==> src/rtl/sum_ctrl_pkg.sv <==
// Shared definitions for the sum(1..10) control unit: FSM states and
// register-file address map.
package sum_ctrl_pkg;

    typedef enum logic [3:0] {
        S_IDLE     = 4'd0,
        S_INIT_I   = 4'd1,
        S_INIT_SUM = 4'd2,
        S_LOAD_ONE = 4'd3,
        S_CHECK    = 4'd4,
        S_ADD      = 4'd5,
        S_INC      = 4'd6,
        S_OUT      = 4'd7,
        S_DONE     = 4'd8,
        S_ERROR    = 4'd9
    } state_t;

    // Register map: R0 reads as zero, R1 = i, R2 = sum, R3 = constant 1
    localparam logic [1:0] REG_ZERO = 2'd0;
    localparam logic [1:0] REG_I    = 2'd1;
    localparam logic [1:0] REG_SUM  = 2'd2;
    localparam logic [1:0] REG_ONE  = 2'd3;

    // Loop bound evaluated by the datapath comparator (i <= LOOP_LIMIT)
    localparam int unsigned LOOP_LIMIT = 10;

endpackage

==> src/rtl/sum_ctrl_watchdog.sv <==
// Iteration counter for the control unit: cleared at run start, bumped on
// each ADD, saturating at MAX_ITER, with an equality flag for the FSM.
module sum_ctrl_watchdog #(
    parameter int unsigned MAX_ITER = 16,
    parameter int unsigned ITER_W   = 5
) (
    input  logic              clk,
    input  logic              reset,
    input  logic              clr,
    input  logic              incr,
    output logic [ITER_W-1:0] count,
    output logic              at_max
);

    localparam logic [ITER_W-1:0] MAX_VAL = ITER_W'(MAX_ITER);

    logic [ITER_W-1:0] count_q;
    logic [ITER_W-1:0] count_d;

    // Next count: clear wins, increment stops at the limit
    always_comb begin
        count_d = count_q;
        if (clr) begin
            count_d = '0;
        end else if (incr && (count_q != MAX_VAL)) begin
            count_d = count_q + 1'b1;
        end
    end

    // Counter register with asynchronous reset
    always_ff @(posedge clk or posedge reset) begin
        if (reset) begin
            count_q <= '0;
        end else begin
            count_q <= count_d;
        end
    end

    assign count  = count_q;
    assign at_max = (count_q == MAX_VAL);

endmodule

==> src/rtl/sum_control_unit.sv <==
// Moore control unit sequencing the register-file datapath to compute
// sum(i), i=1..10, with start/busy/done handshake and an iteration watchdog.
module sum_control_unit
    import sum_ctrl_pkg::*;
#(
    parameter int unsigned MAX_ITER = 16,
    parameter int unsigned ITER_W   = 5
) (
    input  logic              clk,
    input  logic              reset,
    input  logic              start,
    input  logic              iLe10,
    output logic              rfsrcmuxsel,
    output logic              rfwe,
    output logic [1:0]        waddr,
    output logic [1:0]        raddr1,
    output logic [1:0]        raddr2,
    output logic              outLoad,
    output logic              busy,
    output logic              done,
    output logic              error,
    output logic [ITER_W-1:0] iter_count
);

    state_t state_q;
    state_t state_d;
    logic   wd_at_max;

    sum_ctrl_watchdog #(
        .MAX_ITER (MAX_ITER),
        .ITER_W   (ITER_W)
    ) u_watchdog (
        .clk    (clk),
        .reset  (reset),
        .clr    (state_q == S_INIT_I),
        .incr   (state_q == S_ADD),
        .count  (iter_count),
        .at_max (wd_at_max)
    );

    // State register; async reset forces IDLE so all decoded outputs drop at once
    always_ff @(posedge clk or posedge reset) begin
        if (reset) begin
            state_q <= S_IDLE;
        end else begin
            state_q <= state_d;
        end
    end

    // Next-state logic; unused encodings fall back to IDLE
    always_comb begin
        state_d = S_IDLE;
        case (state_q)
            S_IDLE:     state_d = start ? S_INIT_I : S_IDLE;
            S_INIT_I:   state_d = S_INIT_SUM;
            S_INIT_SUM: state_d = S_LOAD_ONE;
            S_LOAD_ONE: state_d = S_CHECK;
            S_CHECK: begin
                if (!iLe10) begin
                    state_d = S_DONE;
                end else if (wd_at_max) begin
                    state_d = S_ERROR;
                end else begin
                    state_d = S_ADD;
                end
            end
            S_ADD:      state_d = S_INC;
            S_INC:      state_d = S_OUT;
            S_OUT:      state_d = S_CHECK;
            S_DONE:     state_d = S_IDLE;
            S_ERROR:    state_d = start ? S_INIT_I : S_ERROR;
            default:    state_d = S_IDLE;
        endcase
    end

    // Moore output decode: every datapath control is a function of state only
    always_comb begin
        rfsrcmuxsel = 1'b0;
        rfwe        = 1'b0;
        waddr       = REG_ZERO;
        raddr1      = REG_ZERO;
        raddr2      = REG_ZERO;
        outLoad     = 1'b0;
        busy        = 1'b0;
        done        = 1'b0;
        error       = 1'b0;
        case (state_q)
            S_INIT_I: begin
                rfsrcmuxsel = 1'b1;
                rfwe        = 1'b1;
                waddr       = REG_I;
                busy        = 1'b1;
            end
            S_INIT_SUM: begin
                rfwe        = 1'b1;
                waddr       = REG_SUM;
                busy        = 1'b1;
            end
            S_LOAD_ONE: begin
                rfsrcmuxsel = 1'b1;
                rfwe        = 1'b1;
                waddr       = REG_ONE;
                busy        = 1'b1;
            end
            S_CHECK: begin
                raddr1      = REG_I;
                busy        = 1'b1;
            end
            S_ADD: begin
                rfwe        = 1'b1;
                waddr       = REG_SUM;
                raddr1      = REG_I;
                raddr2      = REG_SUM;
                busy        = 1'b1;
            end
            S_INC: begin
                rfwe        = 1'b1;
                waddr       = REG_I;
                raddr1      = REG_I;
                raddr2      = REG_ONE;
                busy        = 1'b1;
            end
            S_OUT: begin
                raddr1      = REG_SUM;
                outLoad     = 1'b1;
                busy        = 1'b1;
            end
            S_DONE:  done  = 1'b1;
            S_ERROR: error = 1'b1;
            default: ;
        endcase
    end

endmodule
==> config.mk <==
export PLATFORM = sky130hd
export DESIGN_NAME = sum_control_unit
export DESIGN_NICKNAME = d
export VERILOG_FILES = /design/src/rtl/sum_ctrl_pkg.sv /design/src/rtl/sum_ctrl_watchdog.sv /design/src/rtl/sum_control_unit.sv
export SDC_FILE = /design/constraint.sdc
export NUM_CORES = 1
export LEC_CHECK = 0
export ABC_CLOCK_PERIOD_IN_PS = 2300
export CORE_MARGIN = 2
export CORE_UTILIZATION = 43
export CTS_CLUSTER_SIZE = 10
export DETAILED_ROUTE_END_ITERATION = 8
export HOLD_SLACK_MARGIN = 0.08
export PLACE_DENSITY = 0.84
export SLEW_MARGIN = 10
export SYNTH_ARGS = -nofsm -noshare
export SYNTH_HDL_FRONTEND = slang
export SYNTH_HIERARCHICAL = 1
export SYNTH_SLANG_ARGS = --single-unit
==> constraint.sdc <==
create_clock -name clk -period 2.3 [get_ports clk]
set_clock_uncertainty 0.2 [all_clocks]
set_input_delay 0.46 -clock clk [delete_from_list [all_inputs] [get_ports clk]]
set_output_delay 0.46 -clock clk [all_outputs]
set_load 0.01 [all_outputs]
==> metrics.md, run 1 <==
| Metric | Value |
|---|---|
| Area after DPL | 842.1 µm² |
| DR iter-0 viols | 11 |
| Total CTS buffers | 3 |
| Max-Cap Viols | 0 |
| FMAX | 0.4333 GHz |
| CP max stage cell | clkdlybuf4s50_1 |
| Via Count | 676 |
| Kind of critical path | reg -> out |
| Worst Tran Pin Value | 272.6 ps |
| Clk sink count | 9 |
| Antenna fix cells | 0 |
| Setup violators final | 1 |
| Seq/Total Area, Yosys | 35.79% |
| GR met1 Demand/Resource | 26.72% |
| Htree depth | 1 |
| GR met2 Demand/Resource | 31.69% |
| Final Power | 0.001304 W |
| Total grt overflow | 0 |
| Die Y | 42.26 µm |
| CTS Buffer Depth | 2 |
| Post-layout minimum cycle time | 2308 ps |
| FF-to-FF End | u_watchdog/count[0]$_DFFE_PP0P_ |
| Die area | 1785 µm² |
| Core Rows | 13 |
| Post-route cell area | 992.2 µm² |
| Initial Utilization | 47.19% |
| Reg2reg start | state_q[1]$_DFF_PP0_ |
| CP max FO | 8 |
| Detailed Route WL | 2.020 mm |
| DRC Markers | 0 |
| Post-route antenna net violation count | 0 |
| Post-synth net total | 80 |
| Final worst slack | -8.000 ps |
| Pwr/cell area | 1315 nW/µm² |
| Mapped cell area | 629.4 µm² |
| Boundary Pins | 21 |
| Count of cell types in the netlist | 30 |
| Worst Hold Class | in -> async |
| Insertion delay to the later sink of the worst-skew pair | 260 ps |
| Leak pwr | 0.5478 nW |
| Reg2Reg Setup Slack | 330 ps |
| P&R area growth vs syn | 57.65% |
| Critical Path AT | 1650 ps |
| Worst reg2reg path depth | 5 |
| Yosys warnings | 6 |
| Vias in the first global route | 611 |
| Die width | 42.26 µm |
| Gr usage total | 21.16% |
| Nets | 115 |
| Number of synthesized register bits | 9 |
| Worst slack, placed | 43.34 ps |
| Share of layout cells above drive strength 1 | 24.07% |
| Outcome | complete, but fails checks |
| Critical Path Start Type | register |
| Largest net degree at the start of global routing | 13 |
| CP max stage delay | 590 ps |
| Antenna violations before repair | 0 |
| Crit path required time | 1640 ps |
| Worst slew margin | 81.76% |
| DR WL/cell | 16.42 µm |
| Gate Count Post-Synth | 74 |
| Gpl congestion | 0.7657 |
| Most Crowded Layer GR | met2 |
| CP endpoint kind | output pin |
| Fin. Hold Viols | 0 |
| Fin. max-slew vios | 0 |
| Cells along the critical path | buf_4 -> nor3_1 -> nor2_1 -> clkdlybuf4s50_1 |
| Failing checks | setup timing |
| Clock Pin Slew Worst Setup and Hold Paths | 60 ps |
| Avg Cell Area, Syn | 8.505 µm² |
| Via density | 5.496 |
| I/O Buffers | 20 |
| Crit share post-route | 100.3% |
| Hpwl dp | 1.139 mm |
| First-pass GRT wire length | 2.808 mm |
| Root Driver | clkbuf_4 |
| Worst vdd ir | 0.7606 mV |
| Core footprint | 1334 µm² |
| CTS tree | yes |
| Post-route setup TNS | -8.000 ps |
| Iteration count of the initial detailed-routing pass | 4 |
| Grt met3 use | 5.603% |
worst max-delay path, delay by kind of cell, from the launching register on:
family / cells / cell delay (ps)
flip-flops: 1 / 460
buffers and inverters: 2 / 750
AND/OR/NAND/NOR: 2 / 180
where the power goes:
part | switching, W | leakage (nW) | internal [W]
Clock | 0.0000565 | 0.0150 | 0.0000669
Sequential | 0.0000778 | 0.114 | 0.000213
Combinational | 0.000410 | 0.418 | 0.000479
synthesized netlist by cell type, drive strengths merged:
| master | count | share of area, % |
|---|---|---|
| ha | 2 | 4.0 |
| and3 | 1 | 0.99 |
| nor3 | 3 | 2.4 |
| nor2b | 2 | 2.4 |
| nor2 | 12 | 7.2 |
| mux2 | 1 | 1.8 |
| and4bb | 1 | 2.6 |
| or4b | 1 | 1.6 |
| or2 | 1 | 0.99 |
| nand4bb | 1 | 1.8 |
| clkbuf | 1 | 0.60 |
| buf | 4 | 4.0 |
| nand2 | 3 | 1.8 |
| nand4 | 2 | 2.0 |
| or3 | 1 | 0.99 |
| xnor2 | 1 | 1.4 |
| nand2b | 7 | 7.0 |
| or2b | 1 | 1.2 |
| a21oi | 6 | 4.8 |
| mux2i | 1 | 1.6 |
| xor2 | 2 | 2.8 |
| nor3b | 1 | 1.2 |
| o311ai | 1 | 1.4 |
| a211oi | 1 | 1.2 |
| dfrtp | 9 | 36 |
| inv | 5 | 3.0 |
| nand3b | 2 | 2.4 |
| o32ai | 1 | 1.4 |
state kept, by name, summed over array words and instances (netlist names):
register and flops:
state_q 4, u_watchdog/count 5
repair_timing:
action                                  4_1_cts  5_1_grt
endpoints found under the setup margin       12        7
cloned                                        0        0
gates resized for setup                       8        8
hold buffers                                  0        0
buffers inserted                              7        5
kinds of logic (layout without fill, tap and decap cells):
family	count (synthesis)	in the layout	share of synthesized area, %
buf+inv	10	44	7.554
flops	9	9	35.79
mux	2	2	3.380
xor+xnor	3	3	4.176
simple gates	39	39	36.38
compound gates	9	9	8.749
fa+ha+maj	2	2	3.976
worst max-delay path by stage:
stage,slack [ps],endpoint,cells past startpoint,from
global placement,160,raddr2[0],3,state_q[2]$_DFF_PP0_
floorplan,630,u_watchdog/count[0]$_DFFE_PP0P_,5,u_watchdog/count[0]$_DFFE_PP0P_
detailed placement,40,raddr2[0],3,state_q[2]$_DFF_PP0_
finish,-8,busy,4,state_q[2]$_DFF_PP0_
CTS,10,raddr1[1],3,state_q[3]$_DFF_PP0_
global route,-60,busy,4,state_q[1]$_DFF_PP0_
stage by stage:
| stage | instances | hold WS, ps | utilization (%) |
|---|---|---|---|
| 3_5_place_dp | 107 | 362.0 | 63.13 |
| 5_1_grt | 123 | 224.6 | 74.39 |
| 4_1_cts | 118 | 213.1 | 68.86 |
| 6_report | 123 | 213.9 | 74.39 |
| 3_3_place_gp | 107 | 353.5 | 63.13 |
| 2_1_floorplan | 74 | 26.08 | - |
metal layers:
metal	part of all wire [%]	vias to the layer above
li1	-	317
met2	49	35
met5	0	-
met4	3.4	0
met3	5.7	8
met1	42	316
cell type report:
class / count / area, µm²
multi-input cells: 55 / 375.4
fillers: 103 / 341.6
repair buffers: 35 / 324.1
flip-flops and latches: 9 / 229.0
clock buffers: 4 / 26.28
inverters: 5 / 18.77
well taps: 15 / 18.77
cell usage in the layout (no fill, tap or decap), drive strengths merged:
| cell | count |
|---|---|
| inv | 5 |
| dfrtp | 9 |
| nor2 | 12 |
| nand2b | 7 |
| nor3b | 1 |
| dlygate4sd2 | 5 |
| nand2 | 3 |
| nand4 | 2 |
| nand4bb | 1 |
| a21oi | 6 |
| mux2i | 1 |
| or2b | 1 |
| xnor2 | 1 |
| a211oi | 1 |
| ha | 2 |
| clkdlybuf4s50 | 9 |
| nor2b | 2 |
| or4b | 1 |
| o32ai | 1 |
| xor2 | 2 |
| and4bb | 1 |
| nor3 | 3 |
| or3 | 1 |
| clkbuf | 5 |
| or2 | 1 |
| and3 | 1 |
| buf | 13 |
| mux2 | 1 |
| nand3b | 2 |
| dlymetal6s2s | 7 |
| o311ai | 1 |
Note: power is estimated with default switching activity, not from simulation.
==> run 2: changes to the inputs <==
--- a/config.mk
+++ b/config.mk
@@ -10,7 +10,6 @@
 export CORE_UTILIZATION = 43
 export CTS_CLUSTER_SIZE = 10
 export DETAILED_ROUTE_END_ITERATION = 8
-export HOLD_SLACK_MARGIN = 0.08
 export PLACE_DENSITY = 0.84
 export SLEW_MARGIN = 10
 export SYNTH_ARGS = -nofsm -noshare
==> results of run 2 <==
Same layout as run 1: the final DEF is identical, and so are final timing and power.
